## src/rtl/detector_pkg.sv

```systemverilog
`default_nettype none
// ============================================================================
// detector_pkg: shared constants, FSM encoding and width helper for the
// parametrised sequence detector.                                   Rev 1.0
// ============================================================================
package detector_pkg;

    localparam logic [3:0] PATRON_DEF = 4'b1101;

    typedef logic [1:0] estado_t;
    localparam estado_t VACIO    = 2'd0;
    localparam estado_t LLENANDO = 2'd1;
    localparam estado_t ARMADO   = 2'd2;

    // Fill counter must represent 0..ancho inclusive.
    function automatic int ancho_llenos(input int ancho);
        return $clog2(ancho + 1);
    endfunction

endpackage
`default_nettype wire

```

## src/rtl/detector_secuencia_param_if.sv

```systemverilog
`default_nettype none
// ============================================================================
// detector_secuencia_param_if: data/control/status bundle of the detector.
//                                                                   Rev 1.0
// ============================================================================
interface detector_secuencia_param_if #(
    parameter int ANCHO     = 4,
    parameter int ANCHO_CNT = 8
);
    logic                 dato;
    logic                 valido;
    logic                 solapamiento;
    logic                 cargar;
    logic [ANCHO-1:0]     patron_in;
    logic                 borrar_cuenta;
    logic                 detectada;
    logic [ANCHO_CNT-1:0] cuenta;
    logic [ANCHO-1:0]     patron;

    modport master (
        output dato, valido, solapamiento, cargar, patron_in, borrar_cuenta,
        input  detectada, cuenta, patron
    );

    modport slave (
        input  dato, valido, solapamiento, cargar, patron_in, borrar_cuenta,
        output detectada, cuenta, patron
    );
endinterface
`default_nettype wire

```

## src/rtl/ventana_desplazamiento.sv

```systemverilog
`default_nettype none
// ============================================================================
// ventana_desplazamiento: serial shift window plus saturating fill counter.
//                                                                   Rev 1.0
// ============================================================================
module ventana_desplazamiento
    import detector_pkg::*;
#(
    parameter int ANCHO    = 4,
    parameter int LLENOS_W = ancho_llenos(ANCHO)
) (
    input  logic                clk,
    input  logic                reset,
    input  logic                valido,
    input  logic                dato,
    input  logic                limpiar,
    output logic [ANCHO-1:0]    ventana,
    output logic [LLENOS_W-1:0] llenos
);

    // limpiar has priority so a load or non-overlapping match discards the bit.
    always_ff @(posedge clk or negedge reset) begin
        if (!reset) begin
            ventana <= '0;
            llenos  <= '0;
        end else if (limpiar) begin
            ventana <= '0;
            llenos  <= '0;
        end else if (valido) begin
            ventana <= {ventana[ANCHO-2:0], dato};
            if (llenos != LLENOS_W'(ANCHO))
                llenos <= llenos + LLENOS_W'(1);
        end
    end

endmodule
`default_nettype wire

```

## src/rtl/detector_secuencia_param.sv

```systemverilog
`default_nettype none
// ============================================================================
// detector_secuencia_param: runtime-loadable serial pattern detector with
// overlap control and saturating match counter.                     Rev 1.0
// ============================================================================
module detector_secuencia_param
    import detector_pkg::*;
#(
    parameter int               ANCHO      = 4,
    parameter logic [ANCHO-1:0] PATRON_INI = PATRON_DEF,
    parameter int               ANCHO_CNT  = 8
) (
    input  logic                        clk,
    input  logic                        reset,
    detector_secuencia_param_if.slave   bus
);

    localparam int                   LLENOS_W   = ancho_llenos(ANCHO);
    localparam logic [ANCHO_CNT-1:0] CUENTA_MAX = '1;

    logic [ANCHO-1:0]     ventana;
    logic [ANCHO-1:0]     ventana_sig;
    logic [LLENOS_W-1:0]  llenos;
    logic [ANCHO-1:0]     patron_act;
    logic [ANCHO_CNT-1:0] cuenta_act;
    logic                 detectada_act;
    logic                 lleno_sig;
    logic                 coincide;
    logic                 limpiar;
    estado_t              estado;
    estado_t              estado_sig;

    ventana_desplazamiento #(
        .ANCHO    (ANCHO),
        .LLENOS_W (LLENOS_W)
    ) u_ventana (
        .clk     (clk),
        .reset   (reset),
        .valido  (bus.valido),
        .dato    (bus.dato),
        .limpiar (limpiar),
        .ventana (ventana),
        .llenos  (llenos)
    );

    always_ff @(posedge clk or negedge reset) begin
        if (!reset)
            estado <= VACIO;
        else
            estado <= estado_sig;
    end

    always_comb begin
        estado_sig = estado;
        if (bus.cargar) begin
            estado_sig = VACIO;
        end else if (bus.valido) begin
            if (coincide && !bus.solapamiento)
                estado_sig = VACIO;
            else if (lleno_sig)
                estado_sig = ARMADO;
            else
                estado_sig = LLENANDO;
        end
    end

    // The window is full after this sample if already armed or one bit short.
    always_comb begin
        ventana_sig = {ventana[ANCHO-2:0], bus.dato};
        lleno_sig   = (estado == ARMADO) || (llenos == LLENOS_W'(ANCHO - 1));
        coincide    = bus.valido && !bus.cargar && lleno_sig
                      && (ventana_sig == patron_act);
        limpiar     = bus.cargar || (coincide && !bus.solapamiento);
    end

    always_ff @(posedge clk or negedge reset) begin
        if (!reset) begin
            patron_act    <= PATRON_INI;
            cuenta_act    <= '0;
            detectada_act <= 1'b0;
        end else begin
            detectada_act <= coincide;
            if (bus.cargar)
                patron_act <= bus.patron_in;
            if (bus.borrar_cuenta)
                cuenta_act <= coincide ? ANCHO_CNT'(1) : '0;
            else if (coincide && cuenta_act != CUENTA_MAX)
                cuenta_act <= cuenta_act + ANCHO_CNT'(1);
        end
    end

    assign bus.detectada = detectada_act;
    assign bus.cuenta    = cuenta_act;
    assign bus.patron    = patron_act;

endmodule
`default_nettype wire

```

## src/flat_wrapper.sv

```systemverilog
// flat-port wrapper written by rule: the top's interface ports become plain ports
module detector_secuencia_param_flat import detector_pkg::*;
#(
    parameter int               ANCHO      = 4,
    parameter logic [ANCHO-1:0] PATRON_INI = PATRON_DEF,
    parameter int               ANCHO_CNT  = 8
)
  (clk, reset, bus_dato, bus_valido, bus_solapamiento, bus_cargar, bus_patron_in, bus_borrar_cuenta, bus_detectada, bus_cuenta, bus_patron);
  detector_secuencia_param_if #(.ANCHO(ANCHO), .ANCHO_CNT(ANCHO_CNT)) bus_i ();
  input  logic clk;
  input  logic reset;
  input wire logic [$bits(bus_i.dato)-1:0] bus_dato;
  input wire logic [$bits(bus_i.valido)-1:0] bus_valido;
  input wire logic [$bits(bus_i.solapamiento)-1:0] bus_solapamiento;
  input wire logic [$bits(bus_i.cargar)-1:0] bus_cargar;
  input wire logic [$bits(bus_i.patron_in)-1:0] bus_patron_in;
  input wire logic [$bits(bus_i.borrar_cuenta)-1:0] bus_borrar_cuenta;
  output wire logic [$bits(bus_i.detectada)-1:0] bus_detectada;
  output wire logic [$bits(bus_i.cuenta)-1:0] bus_cuenta;
  output wire logic [$bits(bus_i.patron)-1:0] bus_patron;
  assign bus_i.dato = bus_dato;
  assign bus_i.valido = bus_valido;
  assign bus_i.solapamiento = bus_solapamiento;
  assign bus_i.cargar = bus_cargar;
  assign bus_i.patron_in = bus_patron_in;
  assign bus_i.borrar_cuenta = bus_borrar_cuenta;
  assign bus_detectada = bus_i.detectada;
  assign bus_cuenta = bus_i.cuenta;
  assign bus_patron = bus_i.patron;
  detector_secuencia_param #(.ANCHO(ANCHO), .PATRON_INI(PATRON_INI), .ANCHO_CNT(ANCHO_CNT)) u_core (.clk(clk), .reset(reset), .bus(bus_i));
endmodule
```

## config.mk

```make
export PLATFORM = sky130hd
export DESIGN_NAME = detector_secuencia_param_flat
export DESIGN_NICKNAME = d
export VERILOG_FILES = /design/src/rtl/detector_pkg.sv /design/src/rtl/detector_secuencia_param_if.sv /design/src/rtl/ventana_desplazamiento.sv /design/src/rtl/detector_secuencia_param.sv /design/src/flat_wrapper.sv
export SDC_FILE = /design/constraint.sdc
export NUM_CORES = 1
export LEC_CHECK = 0
export ABC_AREA = 1
export CELL_PAD_IN_SITES_DETAIL_PLACEMENT = 0
export CELL_PAD_IN_SITES_GLOBAL_PLACEMENT = 1
export CORE_ASPECT_RATIO = 1.25
export CORE_MARGIN = 1.5
export CORE_UTILIZATION = 30
export CTS_BUF_LIST = sky130_fd_sc_hd__clkbuf_8
export CTS_CLUSTER_DIAMETER = 100
export DETAILED_ROUTE_END_ITERATION = 7
export MAX_ROUTING_LAYER = met4
export PLACE_DENSITY_LB_ADDON = 0.12
export SKIP_LAST_GASP = 1
export SLEW_MARGIN = 30
export SYNTH_ARGS = -nofsm -noshare
export SYNTH_HDL_FRONTEND = slang
export SYNTH_SLANG_ARGS = --single-unit
```

## constraint.sdc

```tcl
create_clock -name clk -period 1.28 [get_ports clk]
set_input_delay 0.128 -clock clk [delete_from_list [all_inputs] [get_ports clk]]
set_output_delay 0.128 -clock clk [all_outputs]
set_load 0.05 [all_outputs]
```

After elaboration in Yosys (flattened, before gate mapping)
Cells that the tools add are included.
Operators by class
  add/sub/neg operators: 2
  equal/unequal tests: 5
  mux-type cells: 12
  reductions and logical operators: 14
Operators with widths (count)
  $mux W8: 2
  $mux W3: 5
  $add A8 B1 Y8 const B: 1
  $mux W2: 4
  $ne A8 B8 Y1 const B: 1
  $reduce_bool A2 Y1: 4
  $logic_and A1 B1 Y1: 5
  $eq A4 B4 Y1: 1
  $add A3 B1 Y3 const B: 1
  $eq A3 B2 Y1 const B: 1
  $ne A3 B3 Y1 const B: 1
  $eq A2 B2 Y1 const B: 1
  $logic_not A1 Y1: 2
  $logic_or A1 B1 Y1: 2
  $reduce_and A2 Y1: 1
  $mux W1: 1
Storage, ports and cells
  register bits: 21
  input bits: 11
  output and inout bits: 13
  logic and storage cells: 39

Depth between registers and ports, before layout
  depth in word-level cells: 8
  depth in mapped cells: 9
  depth with buffers taken out: 9

By module
From an unflattened synthesis, not the netlist that was laid out.
Unflattened totals
  cells, all modules: 179
  area total of the unflattened synthesis: 1378.8 um^2
By module, submodules not included
  detector_secuencia_param: instances 1, cells an instance 137, area an instance 1024.7 um^2
  ventana_desplazamiento: instances 1, cells an instance 42, area an instance 354.1 um^2

Worst setup path after synthesis
Ideal clock, no wire load.
  kind: reg-to-reg
  start: register u_core.cuenta_act[0] (netlist: u_core.bus.cuenta[0])
  end: register u_core.cuenta_act[4] (netlist: u_core.bus.cuenta[4])
  arrival time: 1.549 ns
  required time: 1.161 ns
  setup slack: -0.388 ns
  stages on the path, launching flop included: 9
  path buffers: 0
  clock period less this slack: 1.668 ns
  cells stage by stage: dfrtp_1 ha_1 inv_1 nor2_1 nand2_1 nand4_4 nand2_4 nand2_1 nand2_1
On the way
  word-level cells in the longest chain between the ends: 3
Ends and longest elaborated chain
  start, declared: line detector_secuencia_param.sv:25  | logic [ANCHO_CNT-1:0] cuenta_act;
  start signal, assigned: line detector_secuencia_param.sv:86  | cuenta_act <= coincide ? ANCHO_CNT'(1) : '0;
  start signal, assigned: line detector_secuencia_param.sv:88  | cuenta_act <= cuenta_act + ANCHO_CNT'(1);
  $add A8 B1 Y8 / $ne A8 B8 Y1 (equally long branches): line detector_secuencia_param.sv:88, detector_secuencia_param.sv:87
  $mux W8 / $logic_and A1 B1 Y1 (equally long branches): line detector_secuencia_param.sv:87  | else if (coincide && cuenta_act != CUENTA_MAX)
  $mux W8 / $reduce_bool A2 Y1 (equally long branches)
Several ways; a longest one is shown, not always the timed one. The select of a mux whose other input is x is not followed.
A chain may end at the register's enable or synchronous reset.

Worst setup path after layout
  start: register u_core.u_ventana.llenos[1]
  end: register u_core.u_ventana.ventana[2]
On the way
  word-level cells in the longest chain between the ends: 7
Ends and longest elaborated chain
  start, declared: line ventana_desplazamiento.sv:18  | output logic [LLENOS_W-1:0] llenos
  start signal, assigned: line ventana_desplazamiento.sv:32  | llenos <= llenos + LLENOS_W'(1);
  $eq A3 B2 Y1 *: line detector_secuencia_param.sv:70  | lleno_sig = (estado == ARMADO) || (llenos == LLENOS_W'(ANCHO - 1));
  $logic_or A1 B1 Y1 *: line detector_secuencia_param.sv:70
  $logic_and A1 B1 Y1 *: line detector_secuencia_param.sv:71  | coincide = bus.valido && !bus.cargar && lleno_sig
  $logic_and A1 B1 Y1 *: line detector_secuencia_param.sv:72  | && (ventana_sig == patron_act);
  $logic_and A1 B1 Y1 *: line detector_secuencia_param.sv:73  | limpiar = bus.cargar || (coincide && !bus.solapamiento);
  $logic_or A1 B1 Y1 *: line detector_secuencia_param.sv:73
  $mux W3 / $reduce_bool A2 Y1 (equally long branches)
  end signal, assigned: line ventana_desplazamiento.sv:30  | ventana <= {ventana[ANCHO-2:0], dato};
  end, declared: line ventana_desplazamiento.sv:17  | output logic [ANCHO-1:0] ventana,
Every way passes the cells marked *; elsewhere a longest branch is shown, timed or not.

==> impl_results.md <==
- Worst path required time: around 1.4 ns
- Top library cells by usage in the layout, fill and taps aside: nand2_1 (50), buf_4 (30), inv_1 (19), nand3_1 (15)
- Tightest Pin Transition: roughly 0.44 ns
- Violated checks: negative setup slack
- Total power per unit cell area: between 700 and 800 nW/um^2
- Proportion of layout cells with a drive suffix above 1: 0.380
- Die boundary height: 74.3 microns
- Largest net degree at the start of global routing: 22
- Synthesized instance count: about 160
- Synth Area in Compound Gates: 0.0524
- Signed area change from the synthesized netlist to the final layout: 66.2%
- Class of the worst hold path: input pin to asynchronous set/reset pin
- Clk_lat worst skew: approximately 0.26 ns
- Total setup violations reported at the end of the flow: 17
- Fill cell instance count of the final layout: about 380
- Rows: 25
- Synthesized-area fraction occupied by xor and xnor cells: 0.0431
- Total number of H-tree levels: 1
- Net total in the final layout: around 230
- Adder and majority gate portion of the synthesized area: 0.0411
- Switching fraction of total power: 0.289
- Routability congestion estimate: 0.853
- Drt wl/cell: approximately 12 microns
- Worst slew slack as a fraction of its limit: 0.704
- Total of warnings raised by yosys: 0
- Final Slew Violations: 0
- GRT Total Usage: 0.168
- Worst-path cell chain: ha_2 -> ha_4 -> inv_4 -> a21oi_4 -> buf_4 -> nand4_4 -> nand3_1 -> nand2_1
- Post-Place Setup Slack: -0.265 ns
- Time the final worst path needs with I/O delays and setup: 1.55 ns
- Number of antenna violations at the first check in global routing: 0
- Routed wire length: 3.15 mm
- Core ar.: between 3000 and 4000 sq um
- Area fraction in and, or, nand and nor cells after synthesis: 0.342
- Netlist Area Pre-Place: approximately 1200 sq um
- Worst hold slack: roughly 0.21 ns
- Synth Area per Inst: 7.71 sq um
- Arrival time of the worst setup path: ~1.7 ns
- CP max FO: 6
- Share of synthesized area spent on multiplexers: 0
- Post-layout worst setup margin: -0.273 ns
- First drt pass iteration count: 4
- Clock Pin Slew Worst Setup and Hold Paths: about 0.08 ns
- Final hold violation count: 0
- Routed vias/inst: 4.48
- Crit path capture type: flip-flop
- Final period util: 1.21
- Crit start category: flip-flop
- Nets in the synthesized netlist: 173
- Crit Path Class: flip-flop to flip-flop
- Wire length of the first global-routing pass: approximately 5.5 mm
- Post-layout utilization of the core: 0.527
- Sw power: 0.445 mW
- DR vias: 1210
- Number of primary I/O pins: 24
- Antenna Cells: 0
- Highest clock rate: between 0.6 and 0.7 GHz
- Reported max-cap violation count: 0
- Starting Density: 0.317
- Slowest CP cell: dfrtp_1
- Sum of negative setup slack: -3.83 ns
- Die outline area: roughly 4500 sq um
- Largest family of logic cells by synthesized area: simple AND/OR/NAND/NOR gates
- Total power draw: 1.54 mW
- CTS root buf: clkbuf_8
- FF+latch count, synth: 21
- Total global routing overflow: 0
- Internal power summed over all cells: roughly 1.1 mW
- Clock share of power: 0.279
- Cts bufs inserted: 3
- Most frequent standard cell in the layout excluding fill and tap cells: nand2_1
- Run status: finished with violations
- Antenna Violating Nets Remaining: 0
- Proportion of power drawn by flip-flops and latches: 0.466
- Sequential area share after synthesis: 0.434
- Unique masters post-synth: 24
- Static power due to leakage: between 1 and 1.5 nW
- Setup repair after global routing missed its margin: true
- IR drop worst, VDD: 387 uV
- Largest stage delay on the critical path: 0.37 ns
- Maximum root-to-sink buffer count: 2
- Die extent in x: approximately 60 microns
- Hold-fix buffers, CTS: 0
- Post-DP HPWL: 2.41 mm
- Total of buffers placed on input and output ports: 23
- Via count of the first global-routing pass: 1251
- CTS tree: yes
- Clock tree skew after final layout: between 0.0006 and 0.0007 ns
- Relative contribution of combinational cells to total power: 0.255
- TritonCTS Sinks: 21
- First-iteration detailed-routing DRC count: 34
- Detailed-route DRC error count: 0
synthesized netlist by cell type, drive strengths merged:
cell     n  area share
inv     24       0.074
nor2    15       0.052
xor2     5       0.036
nand2   55        0.18
o21bai   1      0.0062
nand3   18       0.074
dfstp    3       0.065
a21oi    3       0.022
ha       4       0.041
or2      1      0.0051
a32o     1      0.0082
xnor2    1      0.0072
buf      2       0.013
o21ai    4       0.016
nand4    3       0.033
dfrtp   18        0.37
layout make-up:
cell class,instances,area (sq um),area share
clock buffer,3,41.3,0.0204
clock inverter,1,3.75,0.00185
inverter,24,92.6,0.0457
multi-input combinational,112,677,0.334
sequential,21,536,0.264
tap,54,67.6,0.0334
timing repair buffer,55,608,0.300
flip-flops by register name, summed over array words and instances, names as in the netlist:
name / count
u_core.u_ventana.ventana: 3
u_core.estado: 2
u_core.bus.patron: 4
u_core.bus.cuenta: 8
u_core.bus.detectada: 1
u_core.u_ventana.llenos: 3
final timing paths:
kind	from	end	slack, ns	cells past startpoint
max	u_core.u_ventana.llenos[1]	u_core.u_ventana.ventana[2]	-0.27	8
min	reset	u_core.u_ventana.llenos[0]	0.21	2
max reg2reg	u_core.u_ventana.llenos[1]	u_core.u_ventana.ventana[2]	-0.27	8
min reg2reg	u_core.bus.patron[2]	u_core.bus.patron[2]	0.49	2
max in group asynchronous	reset	u_core.bus.patron[0]	0.79	2
min in group clk	bus_patron_in[2]	u_core.bus.patron[2]	0.39	3
cells by family after synthesis:
group / after synthesis
AOI/OAI and AO/OA: 9
xor gates and xnor gates: 6
adders and majority gates: 4
buffers and inverters: 26
DFF: 21
and+or+nand+nor: 92
critical path, delay by kind of cell, from the launching register on:
family / cells / cell delay, ns
and+or+nand+nor: 3 / 0.29
buffers and inverters: 2 / 0.21
adders and majority gates: 2 / 0.36
DFF: 1 / 0.37
AOI/OAI and AO/OA: 1 / 0.23
metal layers:
layer	routed length [microns]	vias up	global-route usage
met5	0	-	-
met3	81	2	0.0209
met2	1700	16	0.284
met1	1340	582	0.206
li1	-	610	-
met4	23	0	0.0519
power groups by stage:
stage	Combinational, mW	Sequential, mW	Clock, mW
4_1_cts	0.390	0.719	0.444
6_report	0.393	0.719	0.430
2_1_floorplan	0.121	0.790	0
3_3_place_gp	0.371	0.730	0
5_1_grt	0.430	0.724	0.470
3_5_place_dp	0.376	0.732	0
metrics by stage:
| step | cells | area, sq um |
|---|---|---|
| 2_1_floorplan | 158 | 1270 |
| 3_3_place_gp | 259 | 1870 |
| 3_5_place_dp | 259 | 1870 |
| 4_1_cts | 268 | 1990 |
| 5_1_grt | 270 | 2030 |
| 6_report | 270 | 2030 |
repair_timing:
item | in CTS | in global routing
setup buffers | 4 | 2
pin swaps | 8 | 1
cloned | 1 | 0
gates resized for setup | 9 | 3
setup endpoints to repair | 16 | 17
Power figures use the tool's default switching activity.
